`config.mk`:
```
export PLATFORM = sky130hd
export DESIGN_NAME = uart_mmio
export DESIGN_NICKNAME = d
export VERILOG_FILES = /design/src/rtl/uart_mmio.sv
export SDC_FILE = /design/constraint.sdc
export NUM_CORES = 1
export LEC_CHECK = 0
export ABC_AREA = 1
export ABC_CLOCK_PERIOD_IN_PS = 2500
export CAP_MARGIN = 25
export CORE_MARGIN = 3
export CORE_UTILIZATION = 40
export CTS_BUF_LIST = sky130_fd_sc_hd__clkbuf_16
export CTS_CLUSTER_DIAMETER = 150
export DETAILED_ROUTE_END_ITERATION = 12
export PLACE_DENSITY_LB_ADDON = 0.3
export SLEW_MARGIN = 20
export SYNTH_ARGS = -nofsm -noshare
export SYNTH_HDL_FRONTEND = slang
export SYNTH_SLANG_ARGS = --single-unit
```
`constraint.sdc`:
```
create_clock -name clk -period 2.5 [get_ports clk]
set_input_delay 0.5 -clock clk [delete_from_list [all_inputs] [get_ports clk]]
set_output_delay 0.5 -clock clk [all_outputs]
set_load 0.01 [all_outputs]
```
`src/rtl/uart_mmio.sv`:
```
// Memory-mapped 8N1 UART: TXD/RXD/CON registers on the data bus, sticky status
// flags and a level interrupt built only from registered state.
module uart_mmio #(
    parameter int unsigned BAUD_DIV = 5208,
    parameter logic [31:0] BASE     = 32'h4000_0018
) (
    input  logic        clk,
    input  logic        reset,
    input  logic        rd,
    input  logic        wr,
    input  logic [31:0] addr,
    input  logic [31:0] wdata,
    output logic [31:0] rdata,
    input  logic        uart_rx,
    output logic        uart_tx,
    output logic        irq
);

    localparam int CW = $clog2(BAUD_DIV);
    localparam logic [CW-1:0] LAST      = CW'(BAUD_DIV - 1);
    localparam logic [CW-1:0] HALF_LAST = CW'(BAUD_DIV / 2 - 1);
    localparam logic [29:0]   TXD_WORD  = BASE[31:2];
    localparam logic [29:0]   RXD_WORD  = TXD_WORD + 30'd1;
    localparam logic [29:0]   CON_WORD  = TXD_WORD + 30'd2;

    typedef enum logic [1:0] {S_IDLE, S_START, S_DATA, S_STOP} uart_state_t;

    logic sel_txd, sel_rxd, sel_con;
    logic wr_txd, wr_con, rd_rxd, rd_con;

    assign sel_txd = (addr[31:2] == TXD_WORD);
    assign sel_rxd = (addr[31:2] == RXD_WORD);
    assign sel_con = (addr[31:2] == CON_WORD);
    assign wr_txd  = wr & sel_txd;
    assign wr_con  = wr & sel_con;
    assign rd_rxd  = rd & sel_rxd;
    assign rd_con  = rd & sel_con;

    logic unused_bits;
    assign unused_bits = ^{wdata[31:8], addr[1:0]};

    logic       tx_ie, rx_ie, tx_done, rx_valid, tx_busy, rx_overrun, frame_err;
    logic [7:0] rx_byte;

    // ---------------- TX ----------------
    uart_state_t   tx_state, tx_state_next;
    logic [CW-1:0] tx_cnt;
    logic [2:0]    tx_bit;
    logic [7:0]    tx_shift;
    logic          tx_tick, tx_accept, tx_end;

    assign tx_tick   = (tx_cnt == LAST);
    assign tx_accept = wr_txd & ~tx_busy;
    assign tx_end    = (tx_state == S_STOP) & tx_tick;

    always_ff @(posedge clk or negedge reset) begin
        if (!reset) begin
            tx_state <= S_IDLE;
            tx_cnt   <= '0;
            tx_bit   <= '0;
            tx_shift <= '0;
        end else begin
            tx_state <= tx_state_next;
            if (tx_state == S_IDLE || tx_tick) tx_cnt <= '0;
            else                               tx_cnt <= tx_cnt + 1'b1;
            if (tx_accept) begin
                tx_shift <= wdata[7:0];
            end else if (tx_state == S_DATA && tx_tick) begin
                tx_shift <= {1'b0, tx_shift[7:1]};
                tx_bit   <= tx_bit + 3'd1;
            end
        end
    end

    // The byte is latched at the write edge; the frame starts one edge later.
    always_comb begin
        tx_state_next = tx_state;
        case (tx_state)
            S_IDLE:  if (tx_busy) tx_state_next = S_START;
            S_START: if (tx_tick) tx_state_next = S_DATA;
            S_DATA:  if (tx_tick && tx_bit == 3'd7) tx_state_next = S_STOP;
            S_STOP:  if (tx_tick) tx_state_next = S_IDLE;
            default: tx_state_next = S_IDLE;
        endcase
    end

    always_comb begin
        uart_tx = 1'b1;
        case (tx_state)
            S_START: uart_tx = 1'b0;
            S_DATA:  uart_tx = tx_shift[0];
            default: uart_tx = 1'b1;
        endcase
    end

    // ---------------- RX ----------------
    uart_state_t   rx_state, rx_state_next;
    logic          rx_meta, rx_sync, rx_armed;
    logic [CW-1:0] rx_cnt;
    logic [2:0]    rx_bit;
    logic [7:0]    rx_shift;
    logic          rx_tick, rx_ok, rx_bad;

    assign rx_tick = (rx_state == S_START) ? (rx_cnt == HALF_LAST) : (rx_cnt == LAST);

    always_ff @(posedge clk or negedge reset) begin
        if (!reset) begin
            rx_meta  <= 1'b1;
            rx_sync  <= 1'b1;
            rx_state <= S_IDLE;
            rx_cnt   <= '0;
            rx_bit   <= '0;
            rx_shift <= '0;
            rx_armed <= 1'b0;
        end else begin
            rx_meta  <= uart_rx;
            rx_sync  <= rx_meta;
            rx_state <= rx_state_next;
            if (rx_state == S_IDLE || rx_tick) rx_cnt <= '0;
            else                               rx_cnt <= rx_cnt + 1'b1;
            if (rx_state == S_DATA && rx_tick) begin
                rx_shift <= {rx_sync, rx_shift[7:1]};
                rx_bit   <= rx_bit + 3'd1;
            end
            // A held-low line (break) must go high before another start is accepted.
            if (rx_state == S_STOP)                 rx_armed <= 1'b0;
            else if (rx_state == S_IDLE && rx_sync) rx_armed <= 1'b1;
        end
    end

    always_comb begin
        rx_state_next = rx_state;
        case (rx_state)
            S_IDLE:  if (rx_armed && !rx_sync) rx_state_next = S_START;
            S_START: if (rx_tick) rx_state_next = rx_sync ? S_IDLE : S_DATA;
            S_DATA:  if (rx_tick && rx_bit == 3'd7) rx_state_next = S_STOP;
            S_STOP:  if (rx_tick) rx_state_next = S_IDLE;
            default: rx_state_next = S_IDLE;
        endcase
    end

    always_comb begin
        rx_ok  = 1'b0;
        rx_bad = 1'b0;
        if (rx_state == S_STOP && rx_tick) begin
            rx_ok  = rx_sync;
            rx_bad = ~rx_sync;
        end
    end

    // ---------------- Flags and registers ----------------
    // Setting events take priority over read-side clears on the same edge.
    always_ff @(posedge clk or negedge reset) begin
        if (!reset) begin
            tx_ie      <= 1'b0;
            rx_ie      <= 1'b0;
            tx_done    <= 1'b0;
            rx_valid   <= 1'b0;
            tx_busy    <= 1'b0;
            rx_overrun <= 1'b0;
            frame_err  <= 1'b0;
            rx_byte    <= '0;
        end else begin
            if (wr_con) {rx_ie, tx_ie} <= wdata[1:0];
            if (tx_accept)   tx_busy <= 1'b1;
            else if (tx_end) tx_busy <= 1'b0;
            if (tx_end)      tx_done <= 1'b1;
            else if (rd_con) tx_done <= 1'b0;
            if (rx_ok)       rx_valid <= 1'b1;
            else if (rd_rxd) rx_valid <= 1'b0;
            if (rx_ok && rx_valid) rx_overrun <= 1'b1;
            else if (rd_con)       rx_overrun <= 1'b0;
            if (rx_bad)      frame_err <= 1'b1;
            else if (rd_con) frame_err <= 1'b0;
            if (rx_ok) rx_byte <= rx_shift;
        end
    end

    always_comb begin
        rdata = '0;
        if (rd) begin
            if (sel_rxd)      rdata = {24'b0, rx_byte};
            else if (sel_con) rdata = {25'b0, frame_err, rx_overrun, tx_busy,
                                       rx_valid, tx_done, rx_ie, tx_ie};
        end
    end

    assign irq = (tx_ie & tx_done) | (rx_ie & rx_valid);

endmodule
```
==> Word-level counts from Yosys, hierarchy flattened <==
Cells that the tools add are included.
{ "classes": {"n_addsub": 4, "n_eq_ne": 22, "muxes": 32, "bitwise_logic": 12, "n_reduce_logical": 23} }
{ "op_table": {"columns": ["cell", "n"], "rows": [
  ["$eq 30x29->1 const B", 3],
  ["$mux 8", 4],
  ["$add 13x1->13 const B", 2],
  ["$eq 13x13->1 const B", 2],
  ["$mux 13", 2],
  ["$mux 2", 9],
  ["$pmux 2 s4", 2],
  ["$reduce_bool 2->1", 7],
  ["$eq 13x12->1 const B", 1],
  ["$mux 1", 13],
  ["$ne 2x2->1 const B", 5],
  ["$and 1x1->1", 8],
  ["$eq 2x2->1 const B", 4],
  ["$logic_and 1x1->1", 8],
  ["$reduce_and 4->1", 2],
  ["$mux 7", 1],
  ["$add 3x1->3 const B", 2],
  ["$eq 3x3->1 const B", 2],
  ["$ne 2x1->1 const B", 3],
  ["$eq 2x1->1 const B", 2],
  ["$logic_not 2->1", 2],
  ["$not 1->1", 3],
  ["$logic_or 1x1->1", 2],
  ["$pmux 1 s2", 1],
  ["other kinds (3)", 3]
]} }
{ "word_totals": {"regBits": 70, "inputBits": 69, "elab_cells": 112} }

==> Longest topological paths before layout <==
{ "logic_depth": {"depth_word": 6, "depth_mapped": 11, "mapped_depth_nobuf": 9} }

==> Least setup slack after synthesis <==
Ideal clock, no wire load.
{ "synth_path": {"path_type": "input to output", "startpoint": "input addr[19]", "endpoint": "output rdata[0]", "arrival_time_ps": 1566, "required_ps": 2000, "path_slack_ps": 434, "cell_stages": 7, "path_buffers": 0, "cell_sequence": "nor2_1 -> nand4_1 -> nor3_4 -> nand2_1 -> nor2_4 -> nand2_1 -> nand2_1"} }
{ "synth_via": {"elab_chain_cells": 4, "elab_cells_between_ends": 5} }
{ "synth_rtl": {"columns": ["element", "line_no", "source"], "rows": [
  ["start: declaration", "11", "input logic [31:0] addr,"],
  ["$eq 30x29->1", "33", "assign sel_con = (addr[31:2] == CON_WORD);"],
  ["$mux 7", "183", "else if (sel_con) rdata = {25'b0, frame_err, rx_overrun, tx_busy,"],
  ["$mux 8 *", "182", "if (sel_rxd) rdata = {24'b0, rx_byte};"],
  ["$mux 8 *", "181", "if (rd) begin"],
  ["end: declaration", "13", "output logic [31:0] rdata,"]
]} }
Every way passes the cells marked *; elsewhere a longest branch is shown, timed or not.

==> Worst setup path after layout <==
{ "layout_path": {"startpoint": "input addr[30]", "endpoint": "register tx_ie"} }
{ "layout_via": {"elab_chain_cells": 2} }
{ "layout_rtl": {"columns": ["element", "line_no", "source"], "rows": [
  ["$eq 30x29->1", "33", null],
  ["$and 1x1->1", "35", "assign wr_con = wr & sel_con;"],
  ["end signal: assignment", "164", "if (wr_con) {rx_ie, tx_ie} <= wdata[1:0];"],
  ["end: declaration", "42", "logic tx_ie, rx_ie, tx_done, rx_valid, tx_busy, rx_overrun, frame_err;"]
]} }
Every way passes these cells.
A chain may end at the register's enable or synchronous reset.

==> impl_metrics.csv <==
group,metric,value,unit
grt,grt_pass1_wl,15200,um
grt,grt_remaining_overflow,0,
power,intPower,2240,uW
yosys,syn_area,0.00393,sq mm
detailed_routing,vias_per_cell,4.80,
yosys,ys_seq_elements,70,
place,place.detailed.hpwl,5920,um
job,cap_violations,0,
detailed_routing,first_pass_iters,4,
worst_setup_path,reg2reg_depth,9,
power,seq_power_share,41.6,%
clock_network,numCtsBuffers,9,
outcome,violations,"setup timing",
worst_setup_path,crit_start,"addr[30]",
worst_setup_path,worstSetupEndpoint,"tx_ie$_DFFE_PN0P_",
clock_network,cts.path.max_buffers,2,
place,port_buffers,52,
power,power,3140,uW
cells_and_area,drive_above_1_share,25.0,%
yosys,synth_cells,491,
detailed_routing,drt-total-wl,9570,um
clock_network,hold_buffers,0,
hold_path,hold_path_class,"input pin to async pin",
worst_setup_path,r2r_start,"rx_cnt[0]$_DFF_PN0_",
detailed_routing,via_count,3615,
sta,worst_slack,-0.0127,ns
place,place_congestion,0.849,
worst_setup_path,crit_type,"input pin to flip-flop",
cells_and_area,fillers,802,
floorplan,start_util,41.9,%
outcome,outcome,"finished with violations",
clock_network,cts-root-buf,"clkbuf_16",
floorplan,die_y,105,um
power,leakage,0.00273,uW
yosys,ys.flop_type,"dfrtp_1",
detailed_routing,drc,0,
yosys,synth_cell_type_count,36,
yosys,synth_area_per_cell,8.00,sq um
detailed_routing,avgRoutedWirePerCell,12.7,um
sta,clock_skew,0.00913,ns
worst_setup_path,startpoint_type,"input pin",
worst_setup_path,arrival,2.73,ns
sta,min_period_over_period,101,%
clock_network,htreeDepth,3,
floorplan,core,0.00937,sq mm
power,power.switching,900,uW
clock_network,worst_skew_pair.late_latency,0.33,ns
power,p_clk_share,40.6,%
worst_setup_path,cp-end-kind,"flip-flop",
cells_and_area,post-route-cell-area,0.00536,sq mm
yosys,ys_seq_area_share,44.6,%
place,detailed_place.area,0.00463,sq mm
detailed_routing,antenna_left,0,
yosys,ys.warnings.count,0,
grt,grt_use_total,16.8,%
sta,finalSetupViolations,1,
power,peakVddDrop,0.369,mV
cells_and_area,final_nets,699,
power,sw_frac_of_total,28.7,%
yosys,synth_edf_count,0,
cells_and_area,n_antenna_cell,0,
sta,slew_viol_final,0,
floorplan,ios,103,
sta,period_needed,2.51,ns
floorplan,rows,35,
floorplan,dieWidth,105,um
yosys,async_reset_ff_share,100,%
sta,hold_viol,0,
cells_and_area,area_growth,36.4,%
sta,fmax,0.398,GHz
grt,antenna_found_initial,0,
grt,grt_pass1_vias,3306,
clock_network,cts_sinks,70,
worst_setup_path,path_max_fanout,2,
worst_setup_path,required,2.72,ns
floorplan,die_area,0.0110,sq mm
power,power_density,585,mW/mm^2
clock_network,cts_tree,"built",
grt,grt_max_degree,71,
worst_setup_path,r2r-end,"rx_byte[5]$_DFFE_PN0P_",
power,power_frac_comb,17.8,%
clock_network,clk_pin_slew,0.06,ns
worst_setup_path,r2r_slack,0.62,ns
detailed_routing,drtIter0Drc,138,
[sequential cells by signal (all words and copies together), names as in the netlist, named ones only]
signal / flops
tx_done: 1
tx_ie: 1
rx_shift: 8
rx_bit: 3
rx_armed: 1
rx_overrun: 1
tx_bit: 3
rx_sync: 1
rx_state: 1
rx_ie: 1
tx_shift: 8
frame_err: 1
tx_state: 2
tx_cnt: 13
rx_byte: 8
tx_busy: 1
rx_cnt: 13
rx_meta: 1
rx_valid: 1
[per-stage QoR]
step                cells  hold slack [ns]  worst slack, ns  util, %  TNS, ns
floorplan             514            0.204            0.434        -        0
global placement      686            0.348           -0.498     49.4    -3.83
detailed placement    686            0.348           -0.554     49.4    -4.27
CTS                   749            0.194          0.00958     56.0        0
global route          753            0.194           -0.121     57.2   -0.533
finish                753            0.162          -0.0127     57.2  -0.0127
[cells in the mapped netlist, types with 2 or more instances]
| master | n | area share, % |
|---|---|---|
| a21oi_1 | 12 | 1.5 |
| buf_4 | 26 | 5.0 |
| buf_6 | 3 | 0.86 |
| dfrtp_1 | 68 | 43 |
| dfstp_2 | 2 | 1.3 |
| ha_1 | 11 | 3.5 |
| inv_1 | 62 | 5.9 |
| nand2_1 | 113 | 11 |
| nand3_1 | 54 | 6.9 |
| nand4_1 | 11 | 1.8 |
| nor2_1 | 49 | 4.7 |
| nor2_2 | 2 | 0.32 |
| nor2_4 | 2 | 0.57 |
| nor3_1 | 19 | 2.4 |
| nor3b_1 | 4 | 0.76 |
| o211ai_1 | 2 | 0.38 |
| o21ai_0 | 13 | 1.7 |
| o21ai_2 | 16 | 3.6 |
| xnor2_1 | 4 | 0.89 |
| xor2_1 | 2 | 0.45 |
[power by group through the flow]
| stage | Combinational [uW] | Sequential (uW) | Clock (uW) |
|---|---|---|---|
| 2_1_floorplan | 357 | 1300 | 0 |
| 3_3_place_gp | 489 | 1320 | 0 |
| 3_5_place_dp | 503 | 1320 | 0 |
| 4_1_cts | 540 | 1300 | 1310 |
| 5_1_grt | 631 | 1320 | 1350 |
| 6_report | 559 | 1300 | 1270 |
[logic make-up (layout without fill, tap and decap cells)]
logic type | Yosys count | count (layout) | synth area share (%)
AOI/OAI and AO/OA | 46 | 46 | 7.71
xor gates and xnor gates | 6 | 6 | 1.34
adders and majority gates | 11 | 11 | 3.50
buffers and inverters | 93 | 203 | 12.0
DFF | 70 | 70 | 44.6
other | 1 | 24 | 0.0954
and+or+nand+nor | 264 | 264 | 30.7
[how the worst min path moves through the flow]
| stage | slack (ns) | startpoint | end | cells past startpoint |
|---|---|---|---|---|
| after floorplan | 0.20 | reset | async pin | 0 |
| after global placement | 0.35 | rx_meta$_DFF_PN1_ | rx_sync$_DFF_PN1_ | 0 |
| after detailed placement | 0.35 | rx_meta$_DFF_PN1_ | rx_sync$_DFF_PN1_ | 0 |
| after CTS | 0.19 | reset | rx_cnt[6]$_DFF_PN0_ | 2 |
| after global routing | 0.19 | reset | rx_cnt[5]$_DFF_PN0_ | 2 |
| final | 0.16 | reset | rx_cnt[5]$_DFF_PN0_ | 2 |
[worst max-delay path, cell delays in order]
cell and delay (ns):
clkdlybuf4s15_1 0.21, nand2_2 0.09, buf_4 0.14, buf_4 0.12, buf_4 0.12, buf_4 0.12, buf_4 0.13, buf_4 0.12
buf_4 0.12, buf_4 0.12, buf_4 0.12, buf_4 0.13, nor3b_2 0.21, nand4_1 0.12, nor2_1 0.12, nand2_1 0.10
nand2_1 0.09, nand2_1 0.05
[layout by cell type, fill, tap and decap left out, types with 4 or more instances in the layout]
| cell | count |
|---|---|
| xnor2_1 | 4 |
| ha_1 | 11 |
| nor2_2 | 11 |
| buf_4 | 70 |
| a21oi_1 | 12 |
| buf_2 | 7 |
| inv_1 | 57 |
| nor2_4 | 5 |
| dfrtp_1 | 68 |
| nand2_1 | 105 |
| clkbuf_16 | 9 |
| nand3_1 | 52 |
| nor3_1 | 18 |
| inv_2 | 6 |
| dlygate4sd2_1 | 17 |
| conb_1 | 24 |
| nand4_1 | 11 |
| nand2_2 | 7 |
| o21ai_0 | 12 |
| nor2_1 | 37 |
| clkdlybuf4s50_1 | 18 |
| o21ai_2 | 16 |
[final cells by class]
| cell class | instances | area [sq um] | share of cell area [%] |
|---|---|---|---|
| clock buffer | 9 | 225 | 4.20 |
| inverter | 63 | 236 | 4.41 |
| sequential | 70 | 1750 | 32.7 |
| timing repair buffer | 124 | 1020 | 19.1 |
| multi-input combinational | 351 | 1890 | 35.2 |
| clock inverter | 7 | 72.6 | 1.35 |
| tap | 129 | 161 | 3.01 |
[metal layers]
metal	GRT usage, %	share of wire [%]	up-vias
met2	27.7	51	92
met4	8.15	3.6	0
met3	4.57	4.0	32
met5	0	0	-
met1	20.3	42	1694
li1	-	-	1797
[what timing repair did]
action                     CTS  global route
gates resized for setup     69            32
setup endpoints to repair    8            13
buffers inserted            47             4
pin swaps                   19            13
No activity file was read; power rests on OpenSTA's default activity.
